===== config.mk =====
export PLATFORM = sky130hd
export DESIGN_NAME = seq_encoder8x3_flat
export DESIGN_NICKNAME = d
export VERILOG_FILES = /design/src/rtl/seq_encoder8x3_pkg.sv /design/src/rtl/seq_encoder8x3_if.sv /design/src/rtl/seq_encoder8x3_pri_enc8.sv /design/src/rtl/seq_encoder8x3.sv /design/src/flat_wrapper.sv
export SDC_FILE = /design/constraint.sdc
export NUM_CORES = 1
export LEC_CHECK = 0
export CAP_MARGIN = 5
export CORE_MARGIN = 1
export CORE_UTILIZATION = 49
export CTS_CLUSTER_SIZE = 30
export DETAILED_ROUTE_END_ITERATION = 16
export PLACE_DENSITY = 0.86
export SYNTH_ARGS = -nofsm -noshare
export SYNTH_HDL_FRONTEND = slang
export SYNTH_SLANG_ARGS = --single-unit

===== constraint.sdc =====
create_clock -name clk -period 2.7 [get_ports clk]
set_input_delay 0.27 -clock clk [delete_from_list [all_inputs] [get_ports clk]]
set_output_delay 0.27 -clock clk [all_outputs]
set_load 0.01 [all_outputs]

===== src/rtl/seq_encoder8x3_pkg.sv =====
// Shared widths, FSM state type and bit-count helper for the sequential 8:3 encoder.
package enc_pkg;

  localparam int VEC_W  = 8;
  localparam int CODE_W = 3;

  typedef enum logic {
    IDLE = 1'b0,
    EMIT = 1'b1
  } enc_state_t;

  // True when at most one bit of v is set (clearing the lowest set bit leaves zero).
  function automatic logic popcnt_le1(input logic [VEC_W-1:0] v);
    return (v & (v - VEC_W'(1))) == '0;
  endfunction

endpackage


===== src/rtl/seq_encoder8x3_if.sv =====
// Request-vector input channel and code output channel of the sequential encoder.
interface seq_encoder8x3_if;
  import enc_pkg::*;

  logic              in_valid;
  logic              in_ready;
  logic [VEC_W-1:0]  in_vec;
  logic              out_valid;
  logic              out_ready;
  logic [CODE_W-1:0] out_code;
  logic              out_last;
  logic              out_none;

  // Producer of vectors / consumer of codes.
  modport master (
    output in_valid, in_vec, out_ready,
    input  in_ready, out_valid, out_code, out_last, out_none
  );

  // The encoder itself.
  modport slave (
    input  in_valid, in_vec, out_ready,
    output in_ready, out_valid, out_code, out_last, out_none
  );
endinterface


===== src/rtl/seq_encoder8x3_pri_enc8.sv =====
// Combinational 8-bit priority encoder; msb_first selects which end wins.
module pri_enc8
  import enc_pkg::*;
(
  input  logic [VEC_W-1:0]  vec,
  input  logic              msb_first,
  output logic [CODE_W-1:0] code,
  output logic              any,
  output logic              single
);

  logic [CODE_W-1:0] lo_code;
  logic [CODE_W-1:0] hi_code;

  // Scan upward for the highest set bit and downward for the lowest; last hit wins.
  always_comb begin
    lo_code = '0;
    hi_code = '0;
    for (int i = 0; i < VEC_W; i++) begin
      if (vec[i]) hi_code = CODE_W'(i);
    end
    for (int i = VEC_W - 1; i >= 0; i--) begin
      if (vec[i]) lo_code = CODE_W'(i);
    end
  end

  assign code   = msb_first ? hi_code : lo_code;
  assign any    = |vec;
  assign single = any && popcnt_le1(vec);

endmodule


===== src/rtl/seq_encoder8x3.sv =====
// Sequential 8:3 encoder: captures a multi-hot vector and emits one index per beat.
module seq_encoder8x3
  import enc_pkg::*;
#(
  parameter bit MSB_FIRST = 1'b0
) (
  input  logic              clk,
  input  logic              rst_n,
  seq_encoder8x3_if.slave   bus
);

  enc_state_t        state_q, state_d;
  logic [VEC_W-1:0]  pend_q, pend_d;
  logic              zero_f_q, zero_f_d;

  logic [CODE_W-1:0] pe_code;
  logic              pe_any;
  logic              pe_single;
  logic              emit;
  logic              last_beat;
  logic [VEC_W-1:0]  emit_mask;

  pri_enc8 u_pri_enc8 (
    .vec       (pend_q),
    .msb_first (MSB_FIRST),
    .code      (pe_code),
    .any       (pe_any),
    .single    (pe_single)
  );

  assign emit      = (state_q == EMIT);
  // At most one bit left (an all-zero capture also lands here) means this beat ends the vector.
  assign last_beat = pe_single || !pe_any;
  assign emit_mask = VEC_W'(1) << pe_code;

  // Outputs depend on registers only; idle outputs are forced to zero.
  assign bus.in_ready  = !emit;
  assign bus.out_valid = emit;
  assign bus.out_code  = (emit && pe_any) ? pe_code : '0;
  assign bus.out_last  = emit && last_beat;
  assign bus.out_none  = emit && zero_f_q;

  // Next-state: capture in IDLE, retire one set bit per accepted beat in EMIT.
  always_comb begin
    state_d  = state_q;
    pend_d   = pend_q;
    zero_f_d = zero_f_q;
    case (state_q)
      IDLE: begin
        if (bus.in_valid) begin
          pend_d   = bus.in_vec;
          zero_f_d = (bus.in_vec == '0);
          state_d  = EMIT;
        end
      end
      EMIT: begin
        if (bus.out_ready) begin
          if (last_beat) begin
            pend_d   = '0;
            zero_f_d = 1'b0;
            state_d  = IDLE;
          end else begin
            pend_d = pend_q & ~emit_mask;
          end
        end
      end
      default: begin
        state_d = IDLE;
      end
    endcase
  end

  // State registers; reset discards any beats still pending.
  always_ff @(posedge clk or negedge rst_n) begin
    if (!rst_n) begin
      state_q  <= IDLE;
      pend_q   <= '0;
      zero_f_q <= 1'b0;
    end else begin
      state_q  <= state_d;
      pend_q   <= pend_d;
      zero_f_q <= zero_f_d;
    end
  end

endmodule


===== src/flat_wrapper.sv =====
// flat-port wrapper written by rule: the top's interface ports become plain ports
module seq_encoder8x3_flat import enc_pkg::*;
#(
  parameter bit MSB_FIRST = 1'b0
)
  (clk, rst_n, bus_in_valid, bus_in_vec, bus_out_ready, bus_in_ready, bus_out_valid, bus_out_code, bus_out_last, bus_out_none);
  seq_encoder8x3_if bus_i ();
  input  logic clk;
  input  logic rst_n;
  input wire logic [$bits(bus_i.in_valid)-1:0] bus_in_valid;
  input wire logic [$bits(bus_i.in_vec)-1:0] bus_in_vec;
  input wire logic [$bits(bus_i.out_ready)-1:0] bus_out_ready;
  output wire logic [$bits(bus_i.in_ready)-1:0] bus_in_ready;
  output wire logic [$bits(bus_i.out_valid)-1:0] bus_out_valid;
  output wire logic [$bits(bus_i.out_code)-1:0] bus_out_code;
  output wire logic [$bits(bus_i.out_last)-1:0] bus_out_last;
  output wire logic [$bits(bus_i.out_none)-1:0] bus_out_none;
  assign bus_i.in_valid = bus_in_valid;
  assign bus_i.in_vec = bus_in_vec;
  assign bus_i.out_ready = bus_out_ready;
  assign bus_in_ready = bus_i.in_ready;
  assign bus_out_valid = bus_i.out_valid;
  assign bus_out_code = bus_i.out_code;
  assign bus_out_last = bus_i.out_last;
  assign bus_out_none = bus_i.out_none;
  seq_encoder8x3 #(.MSB_FIRST(MSB_FIRST)) u_core (.clk(clk), .rst_n(rst_n), .bus(bus_i));
endmodule

==> run summary <==
The run finished with clean final reports. The area inside the core boundary is 1300 um2. In this run the mean area of a mapped cell was 8.45 um2. Counting the buffers created by CTS gives 3. In the routed design, unresolved DRC markers number 0. The critical path starts at u_core.pend_q[3]$_DFFE_PN0P_. The number of buffers and inverters on the critical path is 2. The fraction of synthesized area in multiplexers came out at 1.65%. The post-synthesis net count came out at 93. Relative to the synthesized area, the layout overhead comes to 29.1%. The post-detailed-route count of antenna-violating nets is 0. The average routed wire per standard cell is 15.7 um.

The number of instances resized during post-cts repair came out at 0. Along the worst path, the maximum fanout reaches 8. On the critical path, the stage with the largest delay is an instance of sky130_fd_sc_hd__clkdlybuf4s50_1. The time the final worst path needs with I/O delays and setup came out at 2500 ps. The die height came out at 39.4 um. The compound-cell area share of the yosys netlist is 27.4%. The most common cell after layout, fill and taps aside is sky130_fd_sc_hd__clkdlybuf4s50_1. The final total negative setup slack is 0 ps. The HPWL after detailed placement is 1.37 mm. The cell sitting at the root of the clock tree is a sky130_fd_sc_hd__clkbuf_4. The later pin in the worst-skew pair is clocked with a latency of 250 ps. The maximum clock frequency is 401 MHz. The kind of start point of the critical path is a flip-flop. The number of global-route vias before repair was 669. The power density over the cells is 1270 nW/um2. The share of the synthesized netlist area taken by xor and xnor gates came out at 0%. The worst setup path is of the flip-flop to output port kind. The type of the most critical hold path is input port to asynchronous set/reset pin. The CTS sink count came out at 10.

For the pin with the worst max-slew slack, the measured transition is 554 ps. The leakage power figure came out at 0.331 nW. The number of max-slew violations in the final report came out at 0. The clock transition at the registers of the reported paths came out at 60 ps. No sink is reached through more buffers than the 2 on the longest clock path. The endpoint identified for the worst register-to-register timing path is u_core.pend_q[4]$_DFFE_PN0P_. Global routing used 27.1% of the available tracks. Post-CTS timing repair inserted 0 buffers for setup. The simple-gate portion of the synthesized area came out at 28.9%. met2 is the most crowded layer. During synthesis, Yosys emitted a total of 0 warnings. The endpoint arrival time on the critical path is 2230 ps. For met2 alone, demand over resource in global routing was 47.1%. The number of hold violations in the final report is 0. Using the TritonRoute via totals, the vias-per-cell ratio works out to 6.48. Across the whole layout, storage elements account for 250 um2.

In the global route stage, met3 resource usage came out at 2.27%. The area fraction of the dominant cell type after synthesis is 36.6%. TritonCTS built the clock tree. In the global route stage, met1 resource usage came out at 32.7%. The post-route netlist has 10.3% of its cells at a drive strength greater than 1. The share of synthesized area occupied by flip-flops and latches came out at 36.6%. For the final database, setup skew stands at 3.47 ps. The site row count came out at 13. The top-level I/O count is 19.

For flop-to-flop paths, the worst setup slack is 1020 ps. Setup violations remaining at the end of the flow were counted as 0. The worst hold margin is 327 ps.

Buffers placed on the I/O ports in this run total 18. For this block, the via count after detailed routing is 726. The cell family contributing the most delay on the critical path is buffers and inverters.

The aggregate global routing overflow came out at 0. The floorplan die width came out at 39.4 um. By area the synthesized netlist is led by sky130_fd_sc_hd__dfrtp_1 (37%), sky130_fd_sc_hd__o21ai_1 (5.1%), sky130_fd_sc_hd__nand2_1 (4.9%). Max-cap violations in this run came to 0. Of all cell types, the one taking the most synthesized area is sky130_fd_sc_hd__dfrtp_1.

The congestion estimate from routability-driven global placement came to 0.866. Entering global routing, the biggest net connects 11 pins. The top cell types in the final layout, fill and taps aside, are sky130_fd_sc_hd__clkdlybuf4s50_1 (18), sky130_fd_sc_hd__dfrtp_1 (10), sky130_fd_sc_hd__nand2_1 (9).

The cts-stage hold buffer count is 0. In the final design database the tool counted 111 nets. After synthesis the cells add up to 684 um2. The worst slew slack as a fraction of its limit came out at 63.0%.

The number of different library cells in the post-synthesis netlist is 33. The number of antenna violations at the first check in global routing is 0. The final antenna diode count is 0.

The area taken by multi-input logic gates is 397 um2. In this run the critical register-to-register path is launched from u_core.pend_q[1]$_DFFE_PN0P_. The number of DRC markers in iteration 0 is 43. The number of levels in the clock H-tree came out at 1.

In this run, synthesis produced a sequential element count of 10. The dominant combinational cell family by area after synthesis is simple AND/OR/NAND/NOR gates. The signal on the critical path passes through inv_1, a221oi_2, nor2_1, a2111oi_1, clkdlybuf4s50_1. The number of cell instances on the worst register-to-register path is 4.

Synthesis handed over a netlist of 81 instances. The die footprint is 1550 um2. The count of fill cells added during filler insertion is 122. The effective utilization at floorplan came out at 52.6%. The required time at the endpoint of the critical path came out at 2430 ps. The wire length reported by the detailed router is 1.76 mm. The peak ir drop on the vdd network came out at 0.553 mV. The delay contributed by the slowest stage of the critical path came out at 600 ps. Dividing the final minimum period by the clock period gives 92.5%. The synthesized netlist devotes 0% of its cell area to adder and majority cells. The worst setup path is captured at an output port. Before antenna repair, the detailed router went through 4 iterations. The first global-routing pass estimated 2.78 mm of wire.

Setup repair after global routing left no endpoint under its margin.
[worst max path at each step]
stage | endpoint | slack (ps) | cells after the start
6_report | bus_out_code[0] | 200 | 5
5_1_grt | bus_out_code[0] | 130 | 5
4_1_cts | bus_out_code[0] | 220 | 5
3_5_place_dp | bus_out_code[0] | 500 | 5
3_3_place_gp | bus_out_code[0] | 550 | 5
2_1_floorplan | bus_out_code[0] | 970 | 4
[logic make-up (layout without fill, tap and decap cells)]
group | Yosys count | count (layout)
muxes | 1 | 1
buffers and inverters | 9 | 25
AOI/OAI and AO/OA | 25 | 25
DFF | 10 | 10
and+or+nand+nor | 36 | 36
[through the flow]
step           cells  cell area (um2)  setup WS (ps)  utilization, %  power [mW]
2_1_floorplan     81              684            968               -       0.776
3_3_place_gp     109              861            545            66.2       0.985
3_5_place_dp     109              861            503            66.2        1.02
4_1_cts          112              883            216            67.9        1.12
5_1_grt          112              883            125            67.9        1.20
6_report         112              883            203            67.9        1.12
[routing by layer]
metal  wire length, um  part of all wire, %
met1               718                   41
met2               886                   50
met3               130                  7.4
met4                21                  1.2
met5                 0                    0
[state kept, by name (all words and copies together), names as in the netlist]
name / count
u_core.pend_q: 8
u_core.bus.out_valid: 1
u_core.zero_f_q: 1
[area by class of cell]
type,count,area share [%]
flip-flops and latches,10,28.3
clock buffers,3,2.55
multi-input cells,62,44.9
repair buffers,18,20.4
inverters,4,1.70
well taps,15,2.12
[cell usage after synthesis, drive strengths merged]
cell type	instances
nor3b	1
or2	2
a2111oi	1
a32o	2
nor2	7
a221o	1
nor3	6
o21ai	12
nand2b	1
nor4	4
nand2	9
a22o	1
inv	4
or3	1
a211oi	1
dfrtp	10
a21oi	3
nand4	1
clkbuf	2
o41ai	1
mux2	1
nor2b	1
a221oi	1
a41oi	2
nand3	2
and3	1
buf	3
[power breakdown]
group | internal, mW | total [mW] | switching (mW)
Combinational | 0.334 | 0.690 | 0.356
Clock | 0.0511 | 0.0943 | 0.0432
Sequential | 0.205 | 0.339 | 0.134
Total | 0.590 | 1.12 | 0.534
Power figures use the tool's default switching activity.
